File: src/rtl/mod3_serial_tx.sv
// Transmit end of the mod-3 serial link: shifts a parallel word out MSB-first while tracking
// its residue mod 3, then optionally appends the 2-bit residue as a check field.
module mod3_serial_tx #(
    parameter int WIDTH      = 24,
    parameter bit APPEND_RES = 1'b1
) (
    input  logic             clk,
    input  logic             rst_n,
    input  logic             en,
    input  logic [WIDTH-1:0] din,
    input  logic             din_valid,
    output logic             din_ready,
    output logic             dout,
    output logic             dout_valid,
    output logic             dout_last,
    output logic [1:0]       residue,
    output logic             frame_done
);

    localparam int              CW       = $clog2(WIDTH + 1);
    localparam logic [CW-1:0]   LAST_IDX = CW'(WIDTH - 1);
    localparam logic [CW-1:0]   PEN_IDX  = CW'(WIDTH - 2);

    typedef enum logic [1:0] {IDLE, DATA, CHECK} state_t;

    state_t           state, state_nxt;
    logic [WIDTH-1:0] shreg;
    logic [CW-1:0]    cnt;
    logic [1:0]       run_res;
    logic [1:0]       chk;
    logic [1:0]       res_step;
    logic             accept;
    logic             consume;
    logic             data_last;
    logic             frame_end;

    // Appending bit b to a value with residue r gives residue (2r + b) mod 3.
    function automatic logic [1:0] mod3_step(input logic [1:0] r, input logic b);
        logic [2:0] v;
        v = {r, 1'b0} + {2'b00, b};
        case (v)
            3'd0, 3'd3: return 2'd0;
            3'd1, 3'd4: return 2'd1;
            default:    return 2'd2;
        endcase
    endfunction

    // NOTE: every signal of this block is given a default before any branch, so no latch is inferred.
    always_comb begin
        consume   = en && (state != IDLE);
        data_last = (state == DATA) && (cnt == LAST_IDX);
        // dout_last marks the frame's final bit, so it doubles as the last_bit decode.
        frame_end = consume && dout_last;
        din_ready = (state == IDLE) || (dout_last && en);
        accept    = din_valid && din_ready;
        res_step  = mod3_step(run_res, shreg[WIDTH-1]);
        state_nxt = state;
        case (state)
            IDLE: begin
                if (accept) state_nxt = DATA;
            end
            DATA: begin
                if (consume && data_last) begin
                    if (APPEND_RES)  state_nxt = CHECK;
                    else if (accept) state_nxt = DATA;
                    else             state_nxt = IDLE;
                end
            end
            CHECK: begin
                if (frame_end) state_nxt = accept ? DATA : IDLE;
            end
            default: state_nxt = IDLE;
        endcase
    end

    // NOTE: sequential state uses non-blocking assignments so all registers update from pre-edge values.
    always_ff @(posedge clk or negedge rst_n) begin
        if (!rst_n) state <= IDLE;
        else        state <= state_nxt;
    end

    always_ff @(posedge clk or negedge rst_n) begin
        if (!rst_n) begin
            shreg      <= '0;
            cnt        <= '0;
            run_res    <= 2'd0;
            chk        <= 2'd0;
            dout       <= 1'b0;
            dout_valid <= 1'b0;
            dout_last  <= 1'b0;
            residue    <= 2'd0;
            frame_done <= 1'b0;
        end else begin
            frame_done <= 1'b0;
            if (frame_end) begin
                frame_done <= 1'b1;
                residue    <= (state == CHECK) ? chk : res_step;
            end

            if (accept) begin
                shreg      <= din;
                cnt        <= '0;
                run_res    <= 2'd0;
                dout       <= din[WIDTH-1];
                dout_valid <= 1'b1;
                dout_last  <= 1'b0;
            end else if (frame_end) begin
                cnt        <= '0;
                run_res    <= 2'd0;
                dout       <= 1'b0;
                dout_valid <= 1'b0;
                dout_last  <= 1'b0;
            end else if (consume) begin
                if (state == DATA) begin
                    run_res <= res_step;
                    shreg   <= shreg << 1;
                    // Only reachable with the check field enabled; otherwise this is frame_end.
                    if (cnt == LAST_IDX) begin
                        chk       <= res_step;
                        cnt       <= '0;
                        dout      <= res_step[1];
                        dout_last <= 1'b0;
                    end else begin
                        cnt       <= cnt + CW'(1);
                        dout      <= shreg[WIDTH-2];
                        dout_last <= !APPEND_RES && (cnt == PEN_IDX);
                    end
                end else begin
                    cnt       <= cnt + CW'(1);
                    dout      <= chk[0];
                    dout_last <= 1'b1;
                end
            end
        end
    end

endmodule

File: config.mk
export PLATFORM = sky130hd
export DESIGN_NAME = mod3_serial_tx
export DESIGN_NICKNAME = d
export VERILOG_FILES = /design/src/rtl/mod3_serial_tx.sv
export SDC_FILE = /design/constraint.sdc
export NUM_CORES = 1
export LEC_CHECK = 0
export ABC_AREA = 1
export BUFFER_PORTS_ARGS = -buffer_cell sky130_fd_sc_hd__buf_2
export CAP_MARGIN = 20
export CORE_UTILIZATION = 56
export CTS_CLUSTER_DIAMETER = 120
export DETAILED_ROUTE_END_ITERATION = 8
export GPL_TIMING_DRIVEN = 1
export PLACE_DENSITY_LB_ADDON = 0.08
export SETUP_SLACK_MARGIN = 0.3
export SYNTH_ARGS = -nofsm -noshare
export SYNTH_HDL_FRONTEND = slang
export SYNTH_SLANG_ARGS = --single-unit
File: constraint.sdc
create_clock -name clk -period 1.8 [get_ports clk]
set_input_delay 0.27 -clock clk [delete_from_list [all_inputs] [get_ports clk]]
set_output_delay 0.27 -clock clk [all_outputs]
set_load 0.03 [all_outputs]
==> flow_metrics.tcl <==
set metrics [dict create \
    status "completed" \
    drt_iter0_drc 147 \
    avgRoutedWirePerCell_um 12.09 \
    hold_path_class "in2reg" \
    clk-insertion-delay-late_ns 0.34 \
    leakagePower_nw 1.162 \
    ys_types 22 \
    vias_per_cell 5.113 \
    synth.avg_cell_area_um2 8.244 \
    p_total_mw 3.538 \
    timing.critical_path.buf_inv 2 \
    grt_pass1_vias 1489 \
    antenna_cells 0 \
    ant_nets 0 \
    critical_path_class "reg2out" \
    cts_root_buf "clkbuf_4" \
    worst_ep_required_time_ns 1.53 \
    wl_um 3965 \
    clock_skew_ns 0.01020 \
    ios 35 \
    synth_top_family_by_area "compound AO/OA/AOI/OAI gates" \
    drt_drc_violations_left 0 \
    cts_buffer_depth 2 \
    final_cells 328 \
    crit_fanout 4 \
    crit_arrival_ns 1.16 \
    synthCells 241 \
    nets 310 \
    grt_max_degree 28 \
    antenna_found_initial 0 \
    slowest_stage "dfrtp_1" \
    final_util_pct 67.86 \
    grt_pass1_wl_um 6548 \
    hold_violations 0 \
    cp-end-kind "primary output" \
    path_clk_slew_ns 0.11 \
    areaGrowthSynthToFinish_pct 14.86 \
    cts_num_sinks 41 \
    synth-xor-area-share_pct 0.8816 \
    die_w_um 61.57 \
    slew_headroom_pct 67.89 \
    synth_fp_nets 270 \
    maxSlewViolCount 0 \
    critPathMaxStageDelay_ns 0.44 \
    start_util_pct 59.08 \
    whs_ns 0.1424 \
    synthMuxAreaShare_pct 0 \
    crit_chain "inv_2 -> nand2_2 -> nand2_2 -> buf_4" \
    rsz0062_at_grt "yes" \
    fin_crit_sh_pct 79.56 \
    fin_crit_ns 1.432 \
    cts-htree-levels 2 \
    numCtsBuffers 5 \
    dp_cells 318 \
    vdd_drop_max_v 0.0006900 \
    synth-compound-area-share_pct 21.28 \
    overflow 0 \
    via_count 1677 \
    power_density_nw_per_um2 1550 \
    dieArea_um2 3790 \
    grtUsageTotal_pct 23.82 \
    netlist_area_um2 1987 \
    gp_congestion 0.8968 \
    coreArea_um2 3363 \
    setup_viol 0 \
    finalSetupTns_ns 0 \
    fp.dieH_um 61.57 \
    cp_top_family "flip-flops" \
    rows 21 \
    worst_slew_pin_slew_ns 0.4780 \
    cts_tree "built" \
    fmaxAchievable_mhz 698.3 \
    worstSetupStartpointType "register" \
    yosys_warnings 0 \
    portBuffers 34 \
    ys_ff_latch 41 \
    drive_gt1_share_pct 20.92 \
    maxCapViolCount 0 \
    cpMostUsedCell "nand2_2" \
    ys_seq_area_share_pct 51.64 \
    dr.pass1.iters 4 \
    yosys.area_share.simple_pct 14.67 \
    synthAdderAreaFrac_pct 0.6297 \
    dp_hpwl_um 2760 \
]
## cell families after synthesis
| kind of cell | after synthesis |
|---|---|
| AND/OR/NAND/NOR | 66 |
| XOR/XNOR | 2 |
| buffers and inverters | 48 |
| AO/OA/AOI/OAI | 83 |
| adder cells (fa/ha/maj) | 1 |
| flip-flops | 41 |
## sequential cells by signal (all words and copies together), names as in the netlist
register and cells:
residue 2, shreg 24, run_res 2, dout 1
state 2, cnt 5, chk 2, dout_valid 1
frame_done 1, dout_last 1
## layout by cell type (no fill, tap or decap), drive strengths merged
master       instances
nor2                16
o22ai                3
dfrtp               41
and2                 1
a21oi                8
nand3               10
clkbuf               8
inv                 39
xor2                 2
o21ai               70
dlygate4sd3          1
nand2               38
a31oi                1
ha                   1
buf                 41
nor3                 1
o211ai               1
## routing by layer
metal	GRT usage, %	routed length, um	vias to the layer above
met5	0	0	-
met4	7.619	53	0
met3	6.513	179	6
met2	37.33	1786	36
met1	32.21	1945	771
li1	-	-	864
## cells in the mapped netlist (all sizes together)
library cell / instances / area [um^2]
o211ai: 1 / 7.510
nor2: 16 / 60.06
dfrtp: 41 / 1026
xor2: 2 / 17.52
clkbuf: 3 / 15.01
nor3: 1 / 5.000
nand3: 10 / 55.05
o22ai: 3 / 18.77
nand2: 38 / 162.7
o21ai: 70 / 350.3
a31oi: 1 / 6.260
a21oi: 8 / 40.04
buf: 6 / 55.05
and2: 1 / 8.760
ha: 1 / 12.51
inv: 39 / 146.4
## layout make-up
class	count	area (um^2)
Sequential cell	41	1027
Timing Repair Buffer	42	255.2
Inverter	39	146.4
Tap cell	46	57.56
Clock buffer	8	48.80
Multi-Input combinational cell	152	747.0
Fill cell	320	1081
## per-stage QoR
stage	worst slack (ns)	area, um^2
after detailed placement	0.4012	2203
after global routing	0.2911	2282
after global placement	0.4309	2203
final	0.3680	2282
after floorplan	0.3858	1988
after CTS	0.3212	2262
## path summary, 6_finish.rpt
kind	from	end	slack, ns	depth (start not counted)
setup / recovery	state[0]$_DFFE_PN0P_	din_ready	0.37	4
hold / removal	din[20]	shreg[20]$_DFFE_PN0P_	0.14	3
setup reg to reg	state[1]$_DFFE_PN0P_	chk[1]$_DFFE_PN0P_	0.43	8
hold reg to reg	dout_valid$_DFFE_PN0P_	dout_valid$_DFFE_PN0P_	0.48	2
max in group asynchronous	rst_n	shreg[15]$_DFFE_PN0P_	0.89	3
min in group asynchronous	rst_n	shreg[4]$_DFFE_PN0P_	0.42	2
## where the power goes
group          switching [mW]  internal [mW]
registers               0.163           1.32
logic                    1.05          0.580
clock network           0.269          0.156
total                    1.48           2.05
## worst min-delay path: cells and delay by family
family / cells / cell delay (ns)
AOI/OAI and AO/OA: 1 / 0.06
buffers and inverters: 1 / 0.07
and+or+nand+nor: 1 / 0.06
## what timing repair did
action | 4_1_cts | 5_1_grt
endpoints found under the hold margin | 19 | 0
setup buffers | 0 | 1
hold buffers | 1 | 0
gates resized for setup | 0 | 6
endpoints found under the setup margin | 0 | 21
Power figures use the tool's default switching activity.
